$ cat src/rtl/nibble_serial_addsub.sv
// Nibble-serial adder/subtractor: one 4-bit lookahead slice per clock,
// with the slice carry held in a flop between nibbles.
module nibble_serial_addsub #(
    parameter int WIDTH = 16
) (
    input  logic             clk,
    input  logic             rst_n,
    input  logic             start_valid,
    output logic             start_ready,
    input  logic [WIDTH-1:0] a,
    input  logic [WIDTH-1:0] b,
    input  logic             sub,
    output logic             result_valid,
    input  logic             result_ready,
    output logic [WIDTH-1:0] sum,
    output logic             cout,
    output logic             overflow,
    output logic             busy
);

    localparam int NIB = WIDTH / 4;
    localparam int IW  = (NIB > 1) ? $clog2(NIB) : 1;

    typedef enum logic [1:0] {
        IDLE,
        RUN,
        DONE
    } state_t;

    state_t           state_q;
    logic [WIDTH-1:0] a_q;
    logic [WIDTH-1:0] b_q;
    logic [WIDTH-1:0] sum_q;
    logic [WIDTH-1:0] sum_d;
    logic [IW-1:0]    idx_q;
    logic             carry_q;
    logic             cout_q;
    logic             ovf_q;
    logic             rv_q;

    logic [3:0] an;
    logic [3:0] bn;
    logic [3:0] p;
    logic [3:0] g;
    logic [3:0] c;
    logic [3:0] sn;
    logic       last;

    always_comb begin
        an = a_q[4*int'(idx_q) +: 4];
        bn = b_q[4*int'(idx_q) +: 4];
        p  = an ^ bn;
        g  = an & bn;
        // Flat lookahead: every carry comes straight from carry_q
        c[0] = g[0] | (p[0] & carry_q);
        c[1] = g[1] | (p[1] & g[0]) | (p[1] & p[0] & carry_q);
        c[2] = g[2] | (p[2] & g[1]) | (p[2] & p[1] & g[0])
             | (p[2] & p[1] & p[0] & carry_q);
        c[3] = g[3] | (p[3] & g[2]) | (p[3] & p[2] & g[1])
             | (p[3] & p[2] & p[1] & g[0])
             | (p[3] & p[2] & p[1] & p[0] & carry_q);
        sn    = p ^ {c[2:0], carry_q};
        sum_d = sum_q;
        sum_d[4*int'(idx_q) +: 4] = sn;
        last  = (int'(idx_q) == NIB - 1);
    end

    always_ff @(posedge clk or negedge rst_n) begin
        if (!rst_n) begin
            state_q <= IDLE;
            a_q     <= '0;
            b_q     <= '0;
            sum_q   <= '0;
            idx_q   <= '0;
            carry_q <= 1'b0;
            cout_q  <= 1'b0;
            ovf_q   <= 1'b0;
            rv_q    <= 1'b0;
        end else begin
            case (state_q)
                IDLE: begin
                    if (start_valid) begin
                        a_q     <= a;
                        b_q     <= b ^ {WIDTH{sub}};
                        carry_q <= sub;
                        idx_q   <= '0;
                        state_q <= RUN;
                    end
                end
                RUN: begin
                    sum_q   <= sum_d;
                    carry_q <= c[3];
                    idx_q   <= idx_q + 1'b1;
                    if (last) begin
                        cout_q  <= c[3];
                        ovf_q   <= c[2] ^ c[3];
                        rv_q    <= 1'b1;
                        state_q <= DONE;
                    end
                end
                DONE: begin
                    if (result_ready) begin
                        rv_q    <= 1'b0;
                        state_q <= IDLE;
                    end
                end
                default: state_q <= IDLE;
            endcase
        end
    end

    assign start_ready  = (state_q == IDLE);
    assign busy         = (state_q != IDLE);
    assign result_valid = rv_q;
    assign sum          = sum_q;
    assign cout         = cout_q;
    assign overflow     = ovf_q;

endmodule
$ cat config.mk
export PLATFORM = sky130hd
export DESIGN_NAME = nibble_serial_addsub
export DESIGN_NICKNAME = d
export VERILOG_FILES = /design/src/rtl/nibble_serial_addsub.sv
export SDC_FILE = /design/constraint.sdc
export NUM_CORES = 1
export LEC_CHECK = 0
export CAP_MARGIN = 20
export CORE_ASPECT_RATIO = 0.8
export CORE_MARGIN = 5
export CORE_UTILIZATION = 56
export DETAILED_ROUTE_END_ITERATION = 8
export DONT_BUFFER_PORTS = 1
export PLACE_DENSITY_LB_ADDON = 0.12
export SETUP_SLACK_MARGIN = 0.4
export SYNTH_ARGS = -nofsm -noshare
export SYNTH_HDL_FRONTEND = slang
export SYNTH_SLANG_ARGS = --single-unit
$ cat constraint.sdc
create_clock -name clk -period 2.5 [get_ports clk]
set_clock_uncertainty 0.15 [all_clocks]
set_input_delay 0.5 -clock clk [delete_from_list [all_inputs] [get_ports clk]]
set_output_delay 0.5 -clock clk [all_outputs]
set_load 0.02 [all_outputs]
==> impl_results.md <==
- Die area: 6370 sq um
- Wire per inst: around 18 um
- Drt via density: 5.71
- PortBufs: 0
- H-tree depth: 2
- Netlist cell types: 34
- Clk sinks: 56
- GRT Total Usage: 18.1%
- Antenna violations before repair: 0
- Clk buf depth: 2
- Die width: between 80 and 90 um
- Slew Viols, Final: 0
- Hold Path Class: input port to register
- Syn nets: 266
- Yosys warns: 0
- Via count: 1638
- Vias in the first global route: between 1500 and 2000
- Area after DPL: 2830 sq um
- RD Place Congestion: 0.833
- Ratio of cells with drive above 1 in the final layout: 24.7%
- Worst r2r src: idx_q[0]
- Total Wirelength: 5.26 mm
- Post-DP HPWL: between 3 and 4 mm
- CTS tree: built
- First-pass DRT Iterations: 6
- Final setup vio count: 0
- Filler cells: 342
- FP Rows: 22
- Area growth syn-to-layout: 12.3%
- Worst slew pin tran: 0.508 ns
- Slew HR: about two thirds
- Syn Std Cell Area: 2730 sq um
- Post-Syn Instances: 217
- ANT nets after route: 0
- Synth Area per Inst: 12.6 sq um
- CP max FO: 4
- Fin. Hold Viols: 0
- CP startpoint kind: register
- Die H: between 70 and 80 um
- Req. time, crit path: 2.55 ns
- First DRT Iteration DRCs: 74
- Hold_sp: result_ready
- Top Ports: just under 60
- Data arrival, critical path: 2.41 ns
- Worst-skew pair later-pin latency: approximately 0.31 ns
- Diode count: 0
- Drc violations: 0
- Seq/Total Area, Yosys: 51.4%
- Crit path time final: 2.36 ns
- RSZ-0062 raised after global routing: yes
- Clock root buffer: clkbuf_8
- CP Launch Point: idx_q[0]
- Ratio of final minimum period to clock period: 94.4%
- Status: completed
- Clk pin slew, worst setup/hold paths: roughly 0.09 ns
- Fin area: about 3000 sq um
- CP Class: register to register
- Nets: between 200 and 300
- Initial core utilization: 58.6%
- Crit end category: register
- Core area: 4650 sq um
- Post-route setup TNS: 0 ns
- #FFs+latches synth: 56
- Gr ovfl total: 0
- CTS Buf Count: 5
- Max Cap Viol: 0
- First-pass GRT wire length: 8.82 mm
- Largest net degree at the start of global routing: 57
- Fmax: 424 MHz
[what timing repair did]
action / CTS / global route
buffers inserted: 4 / 0
gates resized for setup: 10 / 2
endpoints found under the hold margin: 56 / 0
setup endpoints to repair: 20 / 19
pin swaps: 14 / 2
hold buffers: 2 / 0
[layout make-up]
type / count / area (sq um) / share of cell area (%)
flip-flops and latches: 56 / 1400 / 45.8
inverters: 6 / 22.5 / 0.735
repair buffers: 13 / 136 / 4.45
multi-input cells: 144 / 1330 / 43.3
clock buffers: 8 / 100 / 3.27
well taps: 60 / 75.1 / 2.45
[worst paths after layout]
| path | to | slack, ns | depth (start not counted) |
|---|---|---|---|
| worst max-delay path | sum[15] | 0.14 | 6 |
| worst min-delay path | state_q[1] | 0.13 | 1 |
| worst max register to register | sum[15] | 0.14 | 6 |
| worst min register to register | a_q[7] | 0.34 | 1 |
| max in group asynchronous | carry_q | 1.42 | 2 |
| min in group asynchronous | a_q[11] | 0.55 | 2 |
[state kept, by name (all words and copies together), names as in the netlist]
name / count
a_q: 16
b_q: 16
carry_q: 1
cout: 1
idx_q: 2
overflow: 1
result_valid: 1
state_q: 2
sum: 16
[cells in the mapped netlist]
| cell | instances | area (sq um) |
|---|---|---|
| o31ai_1 | 2 | 15.0 |
| buf_2 | 4 | 20.0 |
| a211oi_1 | 1 | 7.51 |
| inv_1 | 6 | 22.5 |
| o21ai_0 | 4 | 20.0 |
| mux4_2 | 8 | 180 |
| mux2_1 | 5 | 56.3 |
| and3_1 | 1 | 6.26 |
| clkbuf_1 | 2 | 7.51 |
| and3b_1 | 1 | 8.76 |
| nor2b_2 | 1 | 8.76 |
| o21bai_1 | 1 | 7.51 |
| mux2_2 | 11 | 124 |
| buf_4 | 4 | 30.0 |
| xor2_1 | 1 | 8.76 |
| mux2i_1 | 2 | 20.0 |
| dfrtp_1 | 56 | 1400 |
| nor4b_4 | 1 | 23.8 |
| nor3b_4 | 1 | 18.8 |
| a22o_1 | 16 | 140 |
| nand2b_1 | 1 | 6.26 |
| ha_1 | 11 | 138 |
| nand2_1 | 10 | 37.5 |
| nor3_1 | 1 | 5.00 |
| nand2_4 | 1 | 11.3 |
| fa_1 | 1 | 20.0 |
| buf_6 | 1 | 11.3 |
| nor4_2 | 1 | 12.5 |
| nor2_1 | 21 | 78.8 |
| a21o_1 | 1 | 7.51 |
| xnor2_1 | 18 | 158 |
| a32oi_1 | 1 | 8.76 |
| a21oi_1 | 20 | 100 |
| o21ai_1 | 1 | 5.00 |
[layer usage]
| metal | track usage [%] | share of wire (%) | vias up |
|---|---|---|---|
| met2 | 30.3 | 50 | 48 |
| met4 | 4.53 | 0.91 | 0 |
| li1 | - | - | 782 |
| met3 | 5.68 | 7.2 | 5 |
| met1 | 23.0 | 42 | 803 |
| met5 | 0 | 0 | - |
[logic make-up (layout without fill, tap and decap cells)]
group	count (synthesis)	after routing	synth area share (%)
multiplexers	26	26	14.0
AND/OR/NAND/NOR	40	40	7.99
flip-flops	56	56	51.4
buffers and inverters	17	27	3.35
XOR/XNOR	19	19	6.10
adder cells (fa/ha/maj)	12	12	5.78
AO/OA/AOI/OAI	47	47	11.4
[critical path, stage by stage, from the launching register on]
cell and delay [ns]:
dfrtp_2 0.44, mux4_2 0.59, ha_4 0.28, a211oi_4 0.26, o21bai_4 0.13, xor2_2 0.18
a22o_1 0.22
[through the flow]
step                std cells  util, %  hold WS (ns)  setup WS, ns
floorplan                 217        -        0.0544         0.133
detailed placement        273     60.9        0.0555      -0.00837
global placement          273     60.9        0.0557        0.0879
finish                    287     65.8         0.130         0.141
global route              287     65.8         0.124        0.0742
CTS                       287     65.6         0.130         0.161
[cells in the final DEF, fill, tap and decap left out, drive strengths merged]
master | netlist | routed
dfrtp | 56 | 56
nor2 | 21 | 21
a21oi | 20 | 20
xnor2 | 18 | 18
a22o | 16 | 16
mux2 | 16 | 16
buf | 9 | 12
nand2 | 11 | 11
ha | 11 | 11
mux4 | 8 | 8
clkbuf | 2 | 8
inv | 6 | 6
o21ai | 5 | 5
mux2i | 2 | 2
o31ai | 2 | 2
nor3b | 1 | 1
nor2b | 1 | 1
nand2b | 1 | 1
nor3 | 1 | 1
and3b | 1 | 1
a21o | 1 | 1
nor4 | 1 | 1
a211oi | 1 | 1
o21bai | 1 | 1
xor2 | 1 | 1
and3 | 1 | 1
nor4b | 1 | 1
a32oi | 1 | 1
fa | 1 | 1
dlygate4sd3 | 0 | 1
Power is not shown: default switching activity piles up to over one toggle a cycle in this logic, so the estimate is an artifact.
